<file path="src/rtl/rat_uart_tx_port.sv">
// UART transmitter on the RAT MCU I/O bus: a byte FIFO feeding a serialiser, plus status and interrupt.
// Define UART_TX_PARITY_EN to add an even-parity bit to each frame and set STATUS[5].
module rat_uart_tx_port #(
  parameter int         CLKS_PER_BIT = 868,
  parameter int         FIFO_DEPTH   = 8,
  parameter logic [7:0] TX_PORT_ID   = 8'h40,
  parameter logic [7:0] STAT_PORT_ID = 8'h41
) (
  input  logic       clk,
  input  logic       RESET,
  input  logic [7:0] OUT_PORT,
  input  logic [7:0] PORT_ID,
  input  logic       IO_STRB,
  output logic [7:0] STATUS,
  output logic       INTV,
  output logic       TX
);

  localparam int AW = $clog2(FIFO_DEPTH);
  localparam int PW = AW + 1;
  localparam int CW = $clog2(CLKS_PER_BIT);
  localparam logic [CW-1:0] BAUD_LAST = CW'(CLKS_PER_BIT - 1);

`ifdef UART_TX_PARITY_EN
  localparam logic PARITY_ADV = 1'b1;
`else
  localparam logic PARITY_ADV = 1'b0;
`endif

  typedef enum logic [2:0] {
    S_IDLE,
    S_START,
    S_DATA,
    S_PARITY,
    S_STOP
  } state_t;

  state_t        state_q, state_d;
  logic [CW-1:0] baud_q, baud_d;
  logic [2:0]    bit_q, bit_d;
  logic [7:0]    sh_q, sh_d;
  logic          par_q, par_d;
  logic          tx_q, tx_d;
  logic [PW-1:0] wr_ptr_q, wr_ptr_d;
  logic [PW-1:0] rd_ptr_q, rd_ptr_d;
  logic          ovf_q, ovf_d;
  logic          ie_q, ie_d;
  logic          intv_q, intv_d;
  logic [7:0]    mem_q [FIFO_DEPTH];

  logic       data_wr;
  logic       ctrl_wr;
  logic       fifo_empty;
  logic       fifo_full;
  logic       pop;
  logic       push;
  logic       bit_done;
  logic [7:0] head;

  assign data_wr = IO_STRB && (PORT_ID == TX_PORT_ID);
  assign ctrl_wr = IO_STRB && (PORT_ID == STAT_PORT_ID);

  // Extra pointer MSB distinguishes full from empty when the index bits match.
  assign fifo_empty = (wr_ptr_q == rd_ptr_q);
  assign fifo_full  = (wr_ptr_q[AW] != rd_ptr_q[AW]) &&
                      (wr_ptr_q[AW-1:0] == rd_ptr_q[AW-1:0]);

  assign pop  = (state_q == S_IDLE) && !fifo_empty;
  assign push = data_wr && (!fifo_full || pop);
  assign head = mem_q[rd_ptr_q[AW-1:0]];

  assign bit_done = (baud_q == BAUD_LAST);

  always_ff @(posedge clk) begin
    if (push) begin
      mem_q[wr_ptr_q[AW-1:0]] <= OUT_PORT;
    end
  end

  always_comb begin
    wr_ptr_d = wr_ptr_q;
    rd_ptr_d = rd_ptr_q;
    ovf_d    = ovf_q;
    ie_d     = ie_q;
    if (push) begin
      wr_ptr_d = wr_ptr_q + PW'(1);
    end
    if (pop) begin
      rd_ptr_d = rd_ptr_q + PW'(1);
    end
    if (data_wr && !push) begin
      ovf_d = 1'b1;
    end
    if (ctrl_wr) begin
      if (OUT_PORT[0]) begin
        ovf_d = 1'b0;
      end
      ie_d = OUT_PORT[4];
    end
  end

  // tx_d carries the line level of the state being entered, so TX comes straight from a flop.
  always_comb begin
    state_d = state_q;
    baud_d  = baud_q;
    bit_d   = bit_q;
    sh_d    = sh_q;
    par_d   = par_q;
    tx_d    = tx_q;
    case (state_q)
      S_IDLE: begin
        tx_d = 1'b1;
        if (!fifo_empty) begin
          sh_d    = head;
          par_d   = ^head;
          baud_d  = '0;
          bit_d   = '0;
          state_d = S_START;
          tx_d    = 1'b0;
        end
      end
      S_START: begin
        if (bit_done) begin
          baud_d  = '0;
          state_d = S_DATA;
          tx_d    = sh_q[0];
        end else begin
          baud_d = baud_q + CW'(1);
        end
      end
      S_DATA: begin
        if (bit_done) begin
          baud_d = '0;
          sh_d   = {1'b0, sh_q[7:1]};
          if (bit_q == 3'd7) begin
`ifdef UART_TX_PARITY_EN
            state_d = S_PARITY;
            tx_d    = par_q;
`else
            state_d = S_STOP;
            tx_d    = 1'b1;
`endif
          end else begin
            bit_d = bit_q + 3'd1;
            tx_d  = sh_q[1];
          end
        end else begin
          baud_d = baud_q + CW'(1);
        end
      end
      S_PARITY: begin
        if (bit_done) begin
          baud_d  = '0;
          state_d = S_STOP;
          tx_d    = 1'b1;
        end else begin
          baud_d = baud_q + CW'(1);
        end
      end
      S_STOP: begin
        if (bit_done) begin
          baud_d  = '0;
          state_d = S_IDLE;
          tx_d    = 1'b1;
        end else begin
          baud_d = baud_q + CW'(1);
        end
      end
      default: begin
        state_d = S_IDLE;
        tx_d    = 1'b1;
      end
    endcase
  end

  assign intv_d = ie_q && fifo_empty && (state_q == S_IDLE);

  always_ff @(posedge clk or negedge RESET) begin
    if (!RESET) begin
      state_q  <= S_IDLE;
      baud_q   <= '0;
      bit_q    <= '0;
      sh_q     <= '0;
      par_q    <= 1'b0;
      tx_q     <= 1'b1;
      wr_ptr_q <= '0;
      rd_ptr_q <= '0;
      ovf_q    <= 1'b0;
      ie_q     <= 1'b0;
      intv_q   <= 1'b0;
    end else begin
      state_q  <= state_d;
      baud_q   <= baud_d;
      bit_q    <= bit_d;
      sh_q     <= sh_d;
      par_q    <= par_d;
      tx_q     <= tx_d;
      wr_ptr_q <= wr_ptr_d;
      rd_ptr_q <= rd_ptr_d;
      ovf_q    <= ovf_d;
      ie_q     <= ie_d;
      intv_q   <= intv_d;
    end
  end

  assign TX     = tx_q;
  assign INTV   = intv_q;
  assign STATUS = {2'b00, PARITY_ADV, ie_q, ovf_q, (state_q != S_IDLE), fifo_empty, fifo_full};

endmodule

</file>
<file path="config.mk">
export PLATFORM = sky130hd
export DESIGN_NAME = rat_uart_tx_port
export DESIGN_NICKNAME = d
export VERILOG_FILES = /design/src/rtl/rat_uart_tx_port.sv
export SDC_FILE = /design/constraint.sdc
export NUM_CORES = 1
export LEC_CHECK = 0
export CORE_MARGIN = 5
export CORE_UTILIZATION = 45
export DETAILED_ROUTE_END_ITERATION = 10
export PLACE_DENSITY = 0.59
export RECOVER_POWER = 50
export SYNTH_ARGS = -nofsm -noshare
export SYNTH_HDL_FRONTEND = slang
export SYNTH_SLANG_ARGS = --single-unit
</file>
<file path="constraint.sdc">
create_clock -name clk -period 5.2 [get_ports clk]
set_input_delay 1.04 -clock clk [delete_from_list [all_inputs] [get_ports clk]]
set_output_delay 1.04 -clock clk [all_outputs]
set_load 0.05 [all_outputs]
</file>
# Word level (Yosys, flattened, before mapping)
# Memories as Yosys holds them, arrays and structs flattened.
# Index checks and enable logic that the tools add are counted.
# classes
addsub	4
n_eq_ne	19
muxes	28
n_reduce_logical	23
# ops
cell	count
$mux W3	9
$mux W10	2
$pmux W10 S2	1
$eq A8 B7 Y1 const B	2
$mux W8	2
$pmux W8 S2	1
$pmux W3 S5	1
$ne A2 B2 Y1 const B	7
$add A10 B1 Y10 const B	1
$eq A10 B10 Y1 const B	1
$mux W1	10
$add A4 B1 Y4 const B	2
$logic_and A1 B1 Y1	8
$eq A3 B2 Y1 const B	2
$eq A3 B3 Y1 const B	2
$pmux W3 S2	1
$reduce_and A3 Y1	2
$reduce_and A6 Y1	1
$eq A4 B4 Y1	1
$pmux W1 S4	1
$reduce_and A4 Y1	1
$reduce_bool A2 Y1	2
$reduce_or A4 Y1	1
$add A3 B1 Y3 const B	1
10 further kinds	12
# totals
regBits	36
mem_bits_rw	64
output_inout_bits	10
mem_count	1
# mem_list
name	words	width	rd	rd_clocked_by_memory_dff	write_ports	line	source
mem_q	8	8	1	0	1	49	logic [7:0] mem_q [FIFO_DEPTH];

# Depth between registers and ports, before layout
# Gate-level depths: netlist of run 1.
# depth
ltp_word	10
depth_mapped	7
mapped_depth_nobuf	6

# Worst setup path before layout of run 1
# Ideal clock, no wire load.
# synth_path
kind	input port to flip-flop
startpoint	input port PORT_ID[4]
endpoint	memory mem_q[0][0] (enable)
setup_time_ps	383
arrival_time_ps	2719
t_required_ps	4817
slack_ps	2098
path_stages	4
path_buffers	0
cell_sequence	nor4bb_1 -> nand2_1 -> a2111o_1 -> nor3_1
# synth_via
elab_chain_cells	5
# synth_rtl
item	line	source
start: declaration	12	input logic [7:0] PORT_ID,
$eq A8 B7 Y1	60	assign data_wr = IO_STRB && (PORT_ID == TX_PORT_ID);
$logic_and A1 B1 Y1	60	
$logic_and A1 B1 Y1	69	assign push = data_wr && (!fifo_full || pop);
$mux W1	75	if (push) begin
$mux W1 (implied by the code)	76	mem_q[wr_ptr_q[AW-1:0]] <= OUT_PORT;
end: declaration	49	
# No other way between the ends.

# Worst setup path in the final report of run 1
# layout_path
startpoint	register rd_ptr_q[1]
endpoint	output port STATUS[1]
# layout_via
elab_chain_cells	1
# layout_rtl
item	line	source
start: declaration	45	logic [PW-1:0] rd_ptr_q, rd_ptr_d;
start signal: assignment	199	rd_ptr_q <= rd_ptr_d;
$eq A4 B4 Y1	64	assign fifo_empty = (wr_ptr_q == rd_ptr_q);
end: declaration	14	output logic [7:0] STATUS,
# No other way between the ends.

==> results of run 1 <==
area by class of cell:
cell class                 count  area, um^2
clock inverter                 7        55.1
clock buffer                   9         124
sequential                   100        2820
multi-input combinational    171        1570
tap                          133         166
inverter                       8        30.0
timing repair buffer          27         259
fill                         865        4790
worst reg2reg max path: cells and delay by family (launching register included):
family	cells	cell delay (ns)
AOI/OAI and AO/OA	1	0.52
xor gates and xnor gates	1	0.48
DFF	1	0.93
and+or+nand+nor	2	0.78
report_power, final:
group	internal, W	switching, W	total, W
logic	0.000356	0.000405	0.000761
clock network	0.000182	0.000284	0.000466
registers	0.000933	0.000132	0.00106
through the flow:
stage	setup WS [ns]	hold slack (ns)	cells	power (W)
3_3_place_gp	1.49	0.474	439	0.00184
3_5_place_dp	1.44	0.476	439	0.00186
6_report	0.727	0.502	455	0.00229
2_1_floorplan	2.10	0.457	299	0.00168
5_1_grt	0.466	0.528	455	0.00243
4_1_cts	1.02	0.502	455	0.00233
layer usage:
metal,vias up,global-route usage (%)
met5,-,0
met3,6,3.45
met4,0,4.43
met2,22,22.6
li1,1190,-
met1,1296,19.0
path summary, 6_finish.rpt:
path | endpoint | cells after the start | startpoint
min in group asynchronous | sh_q[5] | 1 | RESET
hold reg to reg | sh_q[7] | 1 | sh_q[7]
setup / recovery | STATUS[1] | 3 | rd_ptr_q[1]
hold / removal | sh_q[7] | 1 | sh_q[7]
max in group asynchronous | state_q[2] | 1 | RESET
setup reg to reg | mem_q[4][3] | 4 | rd_ptr_q[1]
cell usage in the layout, fill, tap and decap left out, types with 3 or more instances in the layout:
| master | n |
|---|---|
| nand2_1 | 11 |
| mux2i_1 | 11 |
| clkdlybuf4s50_1 | 16 |
| xor2_1 | 6 |
| o2bb2ai_1 | 3 |
| nor2_1 | 14 |
| xnor2_1 | 5 |
| dlygate4sd3_1 | 8 |
| mux4_2 | 16 |
| mux2_1 | 12 |
| edfxtp_1 | 64 |
| nand3_1 | 8 |
| dfrtp_1 | 35 |
| a31oi_1 | 8 |
| inv_6 | 4 |
| nor4_1 | 3 |
| a21oi_1 | 10 |
| clkbuf_8 | 9 |
| nor3_1 | 3 |
| ha_1 | 5 |
| conb_1 | 3 |
| inv_1 | 7 |
| and3_1 | 6 |
state kept, by name, indices dropped and copies added, names as in the netlist:
register / flops
mem_q: 64
state_q: 3
ie_q: 1
TX: 1
baud_q: 10
rd_ptr_q: 4
wr_ptr_q: 4
ovf_q: 1
sh_q: 8
INTV: 1
bit_q: 3
cell usage after synthesis, types with 7 or more instances:
master and instances:
a21oi_1 10, a31oi_1 8, buf_4 10, dfrtp_1 35, edfxtp_1 64, inv_1 7
mux2_1 12, mux2i_1 11, mux4_2 16, nand2_1 11, nand3_1 8, nor2_1 14
cells by family after synthesis:
| logic type | share of synthesized area (%) |
|---|---|
| buffers and inverters | 3.38 |
| other | 0.0824 |
| flip-flops | 62.0 |
| XOR/XNOR | 2.64 |
| adder cells (fa/ha/maj) | 1.37 |
| AO/OA/AOI/OAI | 8.33 |
| multiplexers | 13.3 |
| AND/OR/NAND/NOR | 8.85 |
==> run metrics, run 1 <==
Clock Latency Late Sink 0.36 ns; iteration-0 DRC count of the detailed router 123; violated checks max-capacitance violations, max-slew violations; CP max-delay cell clkdlybuf4s50_1; pin count of the biggest net entering global routing 37; number of flops mapped to enable cells by yosys 64; Synth top area share 42.2%; Leak 1.82 nW; vias in the first global route 2,606; Antenna Cells 0; initial antenna violation count 0; core footprint 9820 um^2; # Max-Cap Violations 1; ratio of cells with drive above 1 in the final layout 14.0%; hpwl dp 5540 um; wire length on met2 4100 um; post-synthesis sequential area ratio 62.0%; #FFs+latches synth 100; R2R setup slack 2.14 ns; placed instance area 4860 um^2; Worst-path clk slew 0.10 ns; gpl congestion 0.772; Rows 36; vias per inst 5.53; setup tns final 0 ns; Achievable Freq 224 MHz; IO buf count 25; met1 WL 3870 um; CP endpoint kind output port; pwr dens 456 nW/um^2; Slew Limit Fails 37; CP delay by family, top buffers and inverters; die span in y 111 um; final wirelength 8230 um; Total GRT Usage 14.1%; Slew @ Worst Pin 2.05 ns; fin crit share 86.0%; Die Wd 111 um; CP Launch Type register; Final Hold Viols 0; vias post-DR 2,514; YS warnings 0; met3 routed WL 198 um; Post-CTS Resized 0; slowest stage delay, CP 0.95 ns; Post-Syn Area 4550 um^2; Hold Buf Count CTS 0; WP data arrival 3.43 ns; Pre-antenna DRT Iters 4; I/O Pins 29; Rel. slew slack -36.5%; H-tree Lvls 3; cts bufs inserted 9; CP Cell Sequence xor2_1 -> nor4_1 -> clkdlybuf4s50_1; Cells after Synth 297; post-synthesis cell type count 63; Buf+Inv Stages, Crit Path 1; synth top area cells edfxtp_1 42%, dfrtp_1 19%, mux4_2 7.9%; Syn Area/Cell 15.3 um^2; Yosys top cell by area edfxtp_1; async set or reset register ratio after synthesis 36.0%; RSZ-0062 raised after global routing no; Critical Path RT 4.16 ns; CTS Sinks 100; cell area after layout 5030 um^2; Setup Crit Path Kind reg -> out; top_reg_cell synth edfxtp_1; maximum VDD drop 0.196 mV; worst-path fanout max 20; first-pass GRT wire length 13,700 um; # setup viols final 0; Layout Area Growth over Synthesis 10.4%; Die Area 12,200 um^2; Routed WL per cell 18.1 um; initial core utilization 46.4%; Post-CTS Setup Inserts 0; top layer in use met4; CTS tree done; Final ANT Viol Nets 0; grt total ovfl 0; Final #Nets 341; run status complete, but fails checks; worst hold path type reg -> reg; Layout Utilization 51.2%; clk buf depth 2; Final min period 4.47 ns; DRC viols 0; Clock Skew 0.0113 ns; clk root buf clkbuf_8
No activity file was read; power rests on OpenSTA's default activity.
==> run 2: changes to the inputs <==
--- a/config.mk
+++ b/config.mk
@@ -8,6 +8,8 @@
 export CORE_MARGIN = 5
 export CORE_UTILIZATION = 45
 export DETAILED_ROUTE_END_ITERATION = 10
+export GPL_ROUTABILITY_DRIVEN = 0
+export GPL_TIMING_DRIVEN = 0
 export PLACE_DENSITY = 0.59
 export RECOVER_POWER = 50
 export SYNTH_ARGS = -nofsm -noshare
==> run 2 against run 1 <==
Compared with the run above:
- the flow still finishes with violations (max-capacitance violations, max-slew violations)
- total power is 1.6% higher
- clock power is 2% lower
- first-iteration DRC count is 42% higher
- cell area is 2.2% higher
- critical endpoint unchanged
==> run metrics, run 2 (synthesis gave the netlist of run 1 again) <==
run status complete, but fails checks; violated checks max-capacitance violations, max-slew violations; CP max-delay cell nor4_1; maximum VDD drop 0.275 mV (+40%); Final min period 4.03 ns (-0.444 ns); CTS Sinks 100 (unchanged); cts bufs inserted 9 (unchanged); Pre-antenna DRT Iters 4 (unchanged); fin crit share 77.5% (-8.5 points); Post-CTS Resized 0 (unchanged); post-route setup slack 1.17 ns (+0.444 ns); Post-CTS Setup Inserts 0 (unchanged); Routed WL per cell 18.4 um (+2.0%); Final Hold Viols 0 (unchanged); RSZ-0062 raised after global routing no; Setup crit start rd_ptr_q[1]; IO buf count 25 (unchanged); Rows 36 (unchanged); vias post-DR 2,593 (+3.1%); Buf+Inv Stages, Crit Path 3 (+2); Die Wd 111 um (unchanged); first-pass GRT wire length 14,600 um (+6.1%); CP endpoint kind output port; Critical Path RT 4.16 ns (about the same); Final ANT Viol Nets 0 (unchanged); setup tns final 0 ns (unchanged); pin count of the biggest net entering global routing 37 (unchanged); Total GRT Usage 15.2% (+1.1 points); initial antenna violation count 0 (unchanged); die span in y 111 um (unchanged); max FFs per register 64 (unchanged); pwr dens 453 nW/um^2 (-0.58%); vias in the first global route 2,676 (+2.7%); hpwl dp 5740 um (+3.6%); Slew @ Worst Pin 2.02 ns (-0.0309 ns); I/O Pins 29 (unchanged); CTS tree done; core footprint 9820 um^2 (unchanged); worst hold path type reg -> reg; H-tree Lvls 3 (unchanged); Hold Buf Count CTS 0 (unchanged); WP data arrival 2.99 ns (-0.44 ns); crit-path most repeated cell buf_4; clk buf depth 2 (unchanged); pre-CTS WS 1.31 ns (-0.126 ns); Post-Layout Cell Count 473 (+4.0%); Leak 1.88 nW (+3.3%); ratio of cells with drive above 1 in the final layout 16.8% (+2.8 points); iteration-0 DRC count of the detailed router 175 (+42%); Setup Crit Path Kind reg -> out; # Max-Cap Violations 1 (unchanged); vias per inst 5.48 (-0.78%); Rel. slew slack -34.5% (+2.1 points); clk root buf clkbuf_8; RR Startpoint wr_ptr_q[2]; Tot Pwr 0.00233 W (+1.6%); # setup viols final 0 (unchanged); Clock Skew 0.00581 ns (-0.00547 ns); most frequent cells in the layout 64 x edfxtp_1, 35 x dfrtp_1, 16 x mux4_2, 16 x clkdlybuf4s50_1, 14 x nor2_1; CP Launch Type register; Placed Cells 457 (+4.1%); Clock Latency Late Sink 0.36 ns (about the same); initial core utilization 46.4% (unchanged); Slew Limit Fails 37 (unchanged); DRC viols 0 (unchanged); slowest stage delay, CP 0.79 ns (-0.16 ns); CP Cell Sequence buf_4 -> xor2_2 -> nor4_1 -> buf_4 -> clkdlybuf4s50_1; Layout Area Growth over Synthesis 12.8%; Hold Startpoint sh_q[7]; final wirelength 8720 um (+6.0%); FILL cells 894 (+3.4%); Die Area 12,200 um^2 (unchanged); Worst-path clk slew 0.10 ns (about the same); CP delay by family, top buffers and inverters; Antenna Cells 0 (unchanged); Final #Nets 359 (+5.3%); commonest non-fill, non-tap cell in the layout edfxtp_1; worst-path fanout max 10 (-50%); grt total ovfl 0 (unchanged); Achievable Freq 248 MHz (+11%)
[run 2: cell count changes in the layout (fill, tap and decap cells not counted), sizes merged]
cell,previous run,this run
buf,2,16
clkbuf,10,15
inv,13,10
clkinvlp,0,2
[run 2: worst register-to-register path, stage by stage, from the launching register on]
cell,delay [ns]
dfrtp_1,0.37
buf_4,0.17
xor2_1,0.38
nor4_4,0.12
a2111o_1,0.52
nor2_1,0.73
[run 2: path summary, 6_finish.rpt]
check | to | slack, ns | cells past startpoint
setup / recovery | STATUS[1] | 1.17 | 5
hold / removal | sh_q[7] | 0.50 | 1
setup reg to reg | mem_q[6][5] | 2.55 | 5
hold reg to reg | sh_q[7] | 0.50 | 1
max in group asynchronous | bit_q[2] | 2.81 | 1
min in group asynchronous | bit_q[1] | 1.22 | 1
[run 2: stage by stage]
stage | instance area [um^2] | utilization, % | hold slack, ns
final | 5140 | 52.3 | 0.503
after global routing | 5140 | 52.3 | 0.530
after detailed placement | 4980 | 50.7 | 0.475
after floorplan | 4560 | - | 0.457
after global placement | 4980 | 50.7 | 0.474
after CTS | 5150 | 52.5 | 0.503
[run 2: power breakdown]
part / internal (W) / switching [W] / total [W] / leakage (nW)
Sequential: 0.000934 / 0.0000832 / 0.00102 / 1.04
Combinational: 0.000384 / 0.000468 / 0.000852 / 0.763
Clock: 0.000179 / 0.000280 / 0.000459 / 0.0825
Total: 0.00150 / 0.000831 / 0.00233 / 1.88
[run 2: layer usage]
layer  track usage [%]  part of all wire [%]  up-vias
li1                  -                     -     1220
met1              19.8                    43     1318
met2              24.9                    51       46
met3              3.39                   4.3        9
met4              5.91                   1.8        0
met5                 0                     0        -
[run 2: layout make-up]
| cell class | count | area [um^2] | area share, % |
|---|---|---|---|
| plain buffers | 20 | 124 | 2.41 |
| clock buffers | 10 | 128 | 2.48 |
| clock inverters | 6 | 47.5 | 0.926 |
| inverters | 8 | 30.0 | 0.585 |
| multi-input cells | 171 | 1570 | 30.6 |
| flip-flops and latches | 100 | 2820 | 55.0 |
| well taps | 133 | 166 | 3.24 |
| repair buffers | 25 | 244 | 4.75 |
==> variant 1 (settings of run 1) <==
`PARITY_ADV`: 1'b0 -> 1'b1.
--- a/src/rtl/rat_uart_tx_port.sv
+++ b/src/rtl/rat_uart_tx_port.sv
@@ -24,7 +24,7 @@
 `ifdef UART_TX_PARITY_EN
   localparam logic PARITY_ADV = 1'b1;
 `else
-  localparam logic PARITY_ADV = 1'b0;
+  localparam logic PARITY_ADV = 1'b1;
 `endif
 
   typedef enum logic [2:0] {
Behaviour: not the same (Yosys sat finds a counterexample within 4 cycles, from zero or initial values and one cycle with RESET low).
==> variant 1 against run 1 <==
The flow still finishes with violations (capacitance limit, slew limit). Sequential cell count unchanged. Sequential power about the same. Synthesized cell count up 0.34%. Worst setup slack better by 0.074 ns. Power up 0.14%. Area after synthesis about the same. Design area up 0.22%. Routed wire length down 0.81%. Critical endpoint unchanged. Highest routed layer unchanged.
==> variant 1: results (changes against run 1) <==
result of the run=complete, but fails checks; failing checks=capacitance limit, slew limit; worst setup timing slack at the placement stage=1.48 ns (+0.0417 ns); worst clock skew on the final layout=0.0139 ns (+0.00260 ns); WL met2=4040 um (-1.3%); transition time at the pin with the least slew margin=1.99 ns (-0.0578 ns); DR WL/cell=17.9 um (-0.81%); number of max-slew violations in the final report=37 (unchanged); placer congestion estimate=0.749 (-3.0%); wire length on met3=345 um (+74%); LEAKAGE=0.00183 uW (+0.40%); cell types occupying the most area after synthesis=edfxtp_1 (42%), dfrtp_1 (19%), mux4_2 (7.9%); DR iter-0 viols=158 (+28%); ratio of cells with drive above 1 in the final layout=14.3% (+0.31 points); Layout Utilization=51.3% (+0.11 points); fill cell count=880 (+1.7%); Maximum Capacitance Violations=1 (unchanged); via count of the first global-routing pass=2,545 (-2.3%); post-DR vias/cell=5.51 (-0.20%); global routing usage on met3=4.27% (+0.82 points); VDD IR-drop max=0.221 mV (+13%); global-route met2 utilization=23.1% (+0.53 points); CP Data Arrival Time=3.36 ns (-0.07 ns); global router's overall resource usage=14.1% (-0.018 points); wire length of the first global-routing pass=13,500 um (-1.4%); wl on met1=3700 um (-4.4%); mean instance size in the synthesized netlist=15.3 sq um (-0.25%)
==> variant 1: cell types whose count changed in the layout (fill, tap and decap cells not counted) <==
cell / run 1 / this run
and2_1: 0 / 1
clkinv_8: 0 / 1
inv_8: 1 / 2
inv_6: 4 / 2
clkinv_1: 1 / 0
and2_0: 1 / 0
clkinv_2: 1 / 2
==> variant 1: path summary, 6_finish.rpt <==
path,from,depth (start not counted),slack (ns),to
hold reg to reg,sh_q[7],1,0.50,sh_q[7]
max in group asynchronous,RESET,1,2.83,baud_q[2]
setup / recovery,rd_ptr_q[1],3,0.80,STATUS[1]
setup reg to reg,rd_ptr_q[1],4,2.16,mem_q[4][1]
min in group asynchronous,RESET,1,1.22,sh_q[4]
hold / removal,sh_q[7],1,0.50,sh_q[7]
==> variant 1: cells by family after synthesis <==
family	synth area share, %
flip-flops	62.0
AND/OR/NAND/NOR	8.84
AO/OA/AOI/OAI	8.32
multiplexers	13.3
buffers and inverters	3.38
XOR/XNOR	2.64
adder cells (fa/ha/maj)	1.37
other	0.165
==> variant 1: metrics by stage <==
stage | instance area [sq um] | total power [uW]
finish | 5040 | 2290
global placement | 4860 | 1840
detailed placement | 4860 | 1860
global route | 5040 | 2440
floorplan | 4560 | 1680
CTS | 5050 | 2340
==> variant 1: report_power, final <==
| part | total (uW) | switching [uW] | internal [uW] |
|---|---|---|---|
| logic | 762 | 406 | 356 |
| clock network | 469 | 283 | 186 |
| registers | 1060 | 131 | 933 |
| total | 2290 | 820 | 1470 |
==> variant 1: area by class of cell <==
class	instances	share of cell area, %
clock inverters	7	1.32
repair buffers	27	5.14
clock buffers	9	2.46
inverters	8	0.596
flip-flops and latches	100	56.1
well taps	133	3.30
multi-input cells	171	31.1
==> variant 2 (settings of run 1) <==
Made on the original files. Take the reset off `sh_q` and load it in a clocked block of its own.
--- a/src/rtl/rat_uart_tx_port.sv
+++ b/src/rtl/rat_uart_tx_port.sv
@@ -180,7 +180,6 @@
       state_q  <= S_IDLE;
       baud_q   <= '0;
       bit_q    <= '0;
-      sh_q     <= '0;
       par_q    <= 1'b0;
       tx_q     <= 1'b1;
       wr_ptr_q <= '0;
@@ -192,7 +191,6 @@
       state_q  <= state_d;
       baud_q   <= baud_d;
       bit_q    <= bit_d;
-      sh_q     <= sh_d;
       par_q    <= par_d;
       tx_q     <= tx_d;
       wr_ptr_q <= wr_ptr_d;
@@ -203,6 +201,10 @@
     end
   end
 
+  always_ff @(posedge clk) begin
+    sh_q <= sh_d;
+  end
+
   assign TX     = tx_q;
   assign INTV   = intv_q;
   assign STATUS = {2'b00, PARITY_ADV, ie_q, ovf_q, (state_q != S_IDLE), fifo_empty, fifo_full};
Check against the original RTL: no difference found for any inputs over 10 cycles, from zero or initial values and one cycle with RESET low; that may be too few to reach the edited logic, so the function may still have changed.
==> variant 2 against run 1 <==
The flow still finishes with violations (capacitance limit, slew limit). Design area shrank 0.92%. Worst setup slack improved by 0.76 ns. Utilization rose by 0.24 points. Sequential cell count unchanged. Area after synthesis down 3.1%. Routed wire length up 4.2%.
Power is not compared: it rests on default switching activity, and its combinational part moved more than twofold at a synthesized area within 25%.
==> variant 2: results (changes against run 1) <==
P&R area growth vs syn=12.9%; number of multi-input combinational cells in the layout=166 (-2.9%); multi-input gate share of the layout cell area=29.0% (-2.2 points); wire length of the first global-routing pass=14,100 um (+2.8%); post-DR vias/cell=5.45 (-1.3%); largest net degree at the start of global routing=29 (-22%); Maximum Capacitance Violations=1 (unchanged); Final nets=342 (+0.29%); result of the run=complete, but fails checks; portion of the post-synthesis area used by sequential elements=64.9% (+2.9 points); register-to-register setup slack=2.21 ns (+0.07 ns); final HPWL from detailed placement=6010 um (+8.5%); placer congestion estimate=0.808 (+4.7%); Crit Reg-Reg Startpoint=baud_q[0]; NonClk Buf Share=6.01% (+0.85 points); PnR Total Power=1510 uW; number of different library cells in the post-synthesis netlist=53 (-16%); critical path's slowest cell=nor4_2; adder-cell share of the synthesized area=1.42% (+0.044 points); top cell types by occurrence after synthesis=edfxtp_1 (72), dfrtp_1 (27), mux4_2 (16); Reg2Reg Capture Point=sh_q[0]; worst clock skew on the final layout=0.0166 ns (+0.00536 ns); worst setup timing slack at the placement stage=1.09 ns (-0.348 ns); mean instance size in the synthesized netlist=15.1 sq um (-1.8%); DR WL/cell=18.8 um (+4.0%); failing checks=capacitance limit, slew limit; maximum fanout count along the critical path=10 (-50%); number of max-slew violations in the final report=29 (-22%)
## variant 2: per-layer routing
layer,GRT usage [%],share of wire (%),up-vias
met5,0,0,-
met4,4.60,0.85,0
li1,-,-,1189
met2,24.4,48,38
met3,3.91,3.9,5
met1,23.3,48,1254
## variant 2: how the worst max path moves through the flow
| stage | startpoint | end | slack (ns) | depth (start not counted) |
|---|---|---|---|---|
| after CTS | rd_ptr_q[0] | STATUS[0] | 1.42 | 4 |
| after global routing | rd_ptr_q[0] | STATUS[0] | 1.29 | 4 |
| after global placement | PORT_ID[1] | mem_q[0][5] | 1.17 | 5 |
| final | PORT_ID[1] | mem_q[1][6] | 1.48 | 5 |
| after floorplan | PORT_ID[1] | mem_q[0][0] | 1.56 | 5 |
| after detailed placement | PORT_ID[1] | mem_q[1][7] | 1.09 | 5 |
## variant 2: critical path, delay by kind of cell
kind | cells | cell delay (ns)
AND/OR/NAND/NOR | 3 | 1.78
AO/OA/AOI/OAI | 1 | 0.48
buffers and inverters | 1 | 0.39
